**src/rtl/spi_reg_pkg.sv**
```systemverilog
// Shared constants for the SPI register bank: status byte layout and the
// addresses of the special registers that follow the RW block.
package spi_reg_pkg;

  localparam int ST_IRQ     = 7;
  localparam int ST_ERR     = 6;
  localparam int ST_CNT_LSB = 0;
  localparam int CNT_W      = 4;

  // The read-only input register and the flag register sit directly after the RW block.
  function automatic int a_in(input int num_rw);
    return num_rw;
  endfunction

  function automatic int a_flag(input int num_rw);
    return num_rw + 1;
  endfunction

endpackage

```
**src/rtl/sync_edge_detect.sv**
```systemverilog
// W-bit two-flop synchronizer with a rising-edge pulse against the previous
// synchronized value; every flop holds while ena is low.
module sync_edge_detect #(
  parameter int W = 8
) (
  input  logic         clk,
  input  logic         rstb,
  input  logic         ena,
  input  logic [W-1:0] i_async,
  output logic [W-1:0] o_sync,
  output logic [W-1:0] o_rise
);

  logic [W-1:0] r_meta;
  logic [W-1:0] r_sync;
  logic [W-1:0] r_prev;

  // NOTE: sequential state uses non-blocking assignments so every flop samples pre-edge values.
  always_ff @(posedge clk) begin
    if (!rstb) begin
      r_meta <= '0;
      r_sync <= '0;
      r_prev <= '0;
    end else if (ena) begin
      r_meta <= i_async;
      r_sync <= r_meta;
      r_prev <= r_sync;
    end
  end

  assign o_sync = r_sync;
  assign o_rise = r_sync & ~r_prev;

endmodule

```
**src/rtl/spi_reg_bank.sv**
```systemverilog
// Register file behind the SPI register slave: RW config registers, a
// synchronized input register, W1C event flags, status byte and interrupt.
module spi_reg_bank
  import spi_reg_pkg::*;
#(
  parameter int ADDR_W = 3,
  parameter int REG_W  = 8,
  parameter int NUM_RW = 6
) (
  input  logic                    clk,
  input  logic                    rstb,
  input  logic                    ena,
  input  logic [ADDR_W-1:0]       reg_addr,
  input  logic [REG_W-1:0]        reg_wdata,
  input  logic                    reg_wdata_dv,
  output logic [REG_W-1:0]        reg_rdata,
  output logic [7:0]              status,
  input  logic [REG_W-1:0]        ev_in,
  output logic [NUM_RW*REG_W-1:0] cfg_o,
  output logic                    irq
);

  localparam logic [ADDR_W-1:0] L_NUM_RW = ADDR_W'(NUM_RW);
  localparam logic [ADDR_W-1:0] L_A_IN   = ADDR_W'(a_in(NUM_RW));
  localparam logic [ADDR_W-1:0] L_A_FLAG = ADDR_W'(a_flag(NUM_RW));

  logic [REG_W-1:0] r_cfg [NUM_RW];
  logic [REG_W-1:0] r_flags;
  logic [REG_W-1:0] r_rdata;
  logic [CNT_W-1:0] r_wr_cnt;
  logic             r_err;
  logic             r_irq;

  logic [REG_W-1:0] w_ev_sync;
  logic [REG_W-1:0] w_ev_rise;
  logic [REG_W-1:0] w_rd_mux;
  logic [REG_W-1:0] w_clr;
  logic             w_is_rw;
  logic             w_is_flag;
  logic [7:0]       w_status;

  sync_edge_detect #(.W(REG_W)) u_sync (
    .clk     (clk),
    .rstb    (rstb),
    .ena     (ena),
    .i_async (ev_in),
    .o_sync  (w_ev_sync),
    .o_rise  (w_ev_rise)
  );

  assign w_is_rw   = (reg_addr < L_NUM_RW);
  assign w_is_flag = (reg_addr == L_A_FLAG);
  assign w_clr     = (reg_wdata_dv && w_is_flag) ? reg_wdata : '0;

  // NOTE: every always_comb output gets a default first so no latch is inferred.
  always_comb begin
    w_rd_mux = '0;
    if (w_is_rw)                    w_rd_mux = r_cfg[reg_addr];
    else if (reg_addr == L_A_IN)    w_rd_mux = w_ev_sync;
    else if (w_is_flag)             w_rd_mux = r_flags;
  end

  always_ff @(posedge clk) begin
    if (!rstb) begin
      // NOTE: the register array is reset element by element; its contents are visible on cfg_o.
      for (int k = 0; k < NUM_RW; k++) r_cfg[k] <= '0;
      r_flags  <= '0;
      r_rdata  <= '0;
      r_wr_cnt <= '0;
      r_err    <= 1'b0;
      r_irq    <= 1'b0;
    end else if (ena) begin
      if (reg_wdata_dv) begin
        if (w_is_rw) begin
          r_cfg[reg_addr] <= reg_wdata;
          r_wr_cnt        <= r_wr_cnt + 1'b1;
        end else if (w_is_flag) begin
          r_wr_cnt <= r_wr_cnt + 1'b1;
          r_err    <= 1'b0;
        end else begin
          r_err <= 1'b1;
        end
      end
      // Set is applied after the clear so a same-cycle edge keeps its flag.
      r_flags <= (r_flags & ~w_clr) | w_ev_rise;
      r_irq   <= |(r_flags & r_cfg[NUM_RW-1]);
      r_rdata <= w_rd_mux;
    end
  end

  for (genvar k = 0; k < NUM_RW; k++) begin : g_cfg
    assign cfg_o[k*REG_W +: REG_W] = r_cfg[k];
  end

  always_comb begin
    w_status                      = '0;
    w_status[ST_IRQ]              = r_irq;
    w_status[ST_ERR]              = r_err;
    w_status[ST_CNT_LSB +: CNT_W] = r_wr_cnt;
  end

  assign status    = w_status;
  assign reg_rdata = r_rdata;
  assign irq       = r_irq;

endmodule
```
**config.mk**
```make
export PLATFORM = sky130hd
export DESIGN_NAME = spi_reg_bank
export DESIGN_NICKNAME = d
export VERILOG_FILES = /design/src/rtl/spi_reg_pkg.sv /design/src/rtl/sync_edge_detect.sv /design/src/rtl/spi_reg_bank.sv
export SDC_FILE = /design/constraint.sdc
export NUM_CORES = 1
export LEC_CHECK = 0
export ABC_AREA = 1
export CAP_MARGIN = 25
export CORE_MARGIN = 2
export CORE_UTILIZATION = 50
export CTS_CLUSTER_DIAMETER = 120
export CTS_CLUSTER_SIZE = 20
export DETAILED_ROUTE_END_ITERATION = 8
export HOLD_SLACK_MARGIN = 0.1
export PLACE_DENSITY = 0.9
export SYNTH_ARGS = -nofsm -noshare
export SYNTH_HDL_FRONTEND = slang
export SYNTH_SLANG_ARGS = --single-unit
export TNS_END_PERCENT = 30
```
**constraint.sdc**
```tcl
create_clock -name clk -period 2.25 [get_ports clk]
set_clock_uncertainty 0.1 [all_clocks]
set_input_delay 0.45 -clock clk [delete_from_list [all_inputs] [get_ports clk]]
set_output_delay 0.45 -clock clk [all_outputs]
set_load 0.05 [all_outputs]
```
==> flow_summary.toml <==
[synth]
avgSynthCellArea_um2 = 8.315
synth_cell_types = 25
netlist_area_um2 = 4083
yosys_warnings = 0
post-synth-top-area-cell = "edfxtp_1"
synth.area.mux_share = 0
synth-edff-count = 48
synth-simple-area-share = 0.2752
synth_top_area_frac = 0.3530
synth_flop_cell = "edfxtp_1"
synth_top_family_by_area = "simple AND/OR/NAND/NOR gates"
ys_seq_area_frac = 0.5786
ys_seq_elements = 94
syn-instance-count = 491
synth_compound_gate_area_share = 0.08121
synthTopCellsByArea = "edfxtp_1 (35%), dfxtp_1 (23%), nand2_1 (13%)"
synth_xor_area_frac = 0.004291
synthAdderAreaFrac = 0.003065
async_flop_share = 0

[floorplan]
dieWidth_um = 94.36
core_um2 = 7807
design.portCount = 88
rows = 32
start_util = 0.5229
die_h_um = 94.36
dieArea_um2 = 8904

[clock_tree]
ctsResizeCount = 0
cts.clk_slew.worst_paths_ps = 80
htreeDepth = 3
post_cts_buffers = 0
clk_root_buffer_cell = "clkbuf_8"
tritoncts = "yes"
hold_buffers = 0
cts_made_buffers = 9
clkSinkCount = 94
cts_buffer_depth = 2
clk_latency_ps = 360

[power_and_ir_drop]
leakagePower_nw = 2.200
p_clk_frac = 0.289
p_sw_w = 0.001178
p_int_w = 0.002694
seqPwrFrac = 0.511
p_sw_frac = 0.3042
p_comb_frac = 0.199
power_density_nw_per_um2 = 721.9
ir_worst_vdd_v = 0.0003235

[placement]
numPlacedInstances = 681
gp_congestion = 0.9609
io_buffers = 85
place_hpwl_mm = 8.514

[setup_path]
slowest_delay_ps = 830
cp_top_family = "buffers and inverters"
cp-start-kind = "flop"
crit_chain = "clkdlybuf4s50_1"
cp.required_ps = 1700
cp-end-kind = "output port"
crit_buf_inv = 1
crit_fanout = 3
path_depth = 1
worstSetupPathType = "reg -> out"
reg2reg_to = "reg_rdata[3]"
r2r_slack_ps = 1060
worstRegToRegCells = 6
arrival_ps = 1620
cp_slowest_cell = "clkdlybuf4s50_1"
worstReg2RegStart = "r_cfg[1][3]"

[routing]
ant_nets = 0
drt_iter0_markers = 569
num_vias = 3901
viasPerCell = 5.597
drtPass1Iterations = 8
drc_errors = 0
routed_wl_mm = 11.87
post_drt_wl_per_cell_um = 17.02

[layout]
stdcell_count = 697
fin_util = 0.6869
n_fill_cell = 567
area_growth_pct = 31.35
n_antenna_cell = 0
drive_gt1_frac = 0.09916
nets = 614

[sta]
worst_pin_slew_ps = 538.3
slew_viol_final = 0
fin_crit_sh = 0.9664
hold_viol_final = 0
layout_min_cycle_time_ps = 2174
fmax_mhz = 459.9
rsz0062_at_grt = "no"
setup_tns_ps = 0
final-setup-viol-count = 0
max_slew_margin = 0.6400

[grt]
grt_use_total = 0.2778
grt_first_pass_wirelength_mm = 18.33
antenna_found_initial = 0
grt_max_degree = 43
grt_pass1_vias = 3684
grt-ovfl-total = 0

[min_path]
hp-class = "reg -> reg"
hold_start = "u_sync.r_prev[1]"
worstHoldEndpoint = "u_sync.r_prev[1]"
hold_depth = 2

[run]
maxCapViolations = 0

[run_status]
status = "complete, no violations"
[layout by cell type, fill, tap and decap left out]
| cell | n |
|---|---|
| a21oi_1 | 28 |
| a22o_1 | 1 |
| and2_1 | 1 |
| buf_12 | 1 |
| buf_4 | 25 |
| clkbuf_1 | 1 |
| clkbuf_16 | 2 |
| clkbuf_8 | 9 |
| clkdlybuf4s50_1 | 85 |
| clkinv_1 | 3 |
| clkinv_2 | 1 |
| conb_1 | 2 |
| dfxtp_1 | 46 |
| edfxtp_1 | 48 |
| ha_1 | 1 |
| inv_1 | 28 |
| inv_2 | 1 |
| inv_4 | 3 |
| nand2_1 | 136 |
| nand2_2 | 6 |
| nand3_1 | 38 |
| nor2_1 | 80 |
| nor2_2 | 2 |
| nor3_4 | 1 |
| o21ai_0 | 35 |
| o31ai_1 | 1 |
| or2_2 | 8 |
| xnor2_1 | 1 |
| xor2_1 | 1 |
[layer usage]
layer | part of all wire | up-vias | GRT usage
met5 | 0 | - | 0
met4 | 0.049 | 0 | 0.1401
met3 | 0.11 | 58 | 0.06225
met2 | 0.47 | 287 | 0.4446
met1 | 0.36 | 1766 | 0.3563
li1 | - | 1790 | -
[Yosys cell counts, types with 2 or more instances]
library cell / instances
inv_1: 28
clkinv_1: 3
clkbuf_1: 13
edfxtp_1: 48
nor2_1: 80
buf_2: 5
dfxtp_1: 46
a21oi_1: 28
nand2_1: 136
buf_1: 2
or2_2: 8
nor2_2: 2
buf_4: 4
nand2_2: 6
o21ai_0: 35
nand3_1: 38
[flip-flops by register name, indices dropped and copies added, names as in the netlist]
name           count
r_cfg             48
r_flags            8
reg_rdata          8
u_sync.o_sync      8
u_sync.r_meta      8
u_sync.r_prev      8
r_wr_cnt           4
irq                1
r_err              1
[cell type report]
class                   count  area [um^2]  share of cell area
flip-flops and latches     94         2362              0.4405
clock inverters             4        23.77            0.004433
inverters                  32        120.1             0.02240
clock buffers              12        177.7             0.03313
multi-input cells         342         1493              0.2783
well taps                 102        127.6             0.02380
repair buffers            111         1059              0.1974
[worst max path at each step]
stage | startpoint | slack [ps] | endpoint
finish | r_cfg[5][4] | 80 | cfg_o[44]
detailed placement | reg_addr[2] | -110 | r_cfg[0][4]
CTS | r_cfg[5][4] | 70 | cfg_o[44]
global route | r_cfg[5][7] | 40 | cfg_o[47]
global placement | rstb | 5 | r_cfg[2][2]
floorplan | reg_addr[0] | 220 | r_cfg[1][0]
[kinds of logic (layout without fill, tap and decap cells)]
group,Yosys count,count (layout)
buf+inv,56,159
simple gates,272,272
compound gates,65,65
other cells,1,2
flops,94,94
fa+ha+maj,1,1
xor+xnor,2,2
[stage by stage]
| step | hold WS, ps | total power [W] | worst slack [ps] | area (um^2) |
|---|---|---|---|---|
| finish | 363.8 | 0.003871 | 75.54 | 5363 |
| global route | 385.0 | 0.004009 | 37.05 | 5363 |
| CTS | 365.9 | 0.003868 | 70.42 | 5363 |
| detailed placement | 354.3 | 0.002772 | -111.8 | 5161 |
| global placement | 344.0 | 0.002751 | 5.431 | 5161 |
| floorplan | 335.9 | 0.002474 | 221.1 | 4086 |
[power groups by stage]
stage          logic [W]  clock network, W  registers (W)
2_1_floorplan   0.000233                 0        0.00224
3_3_place_gp    0.000741                 0        0.00201
3_5_place_dp    0.000757                 0        0.00201
4_1_cts         0.000767           0.00113        0.00198
5_1_grt         0.000815           0.00120        0.00199
6_report        0.000772           0.00112        0.00198
Power figures use the tool's default switching activity.
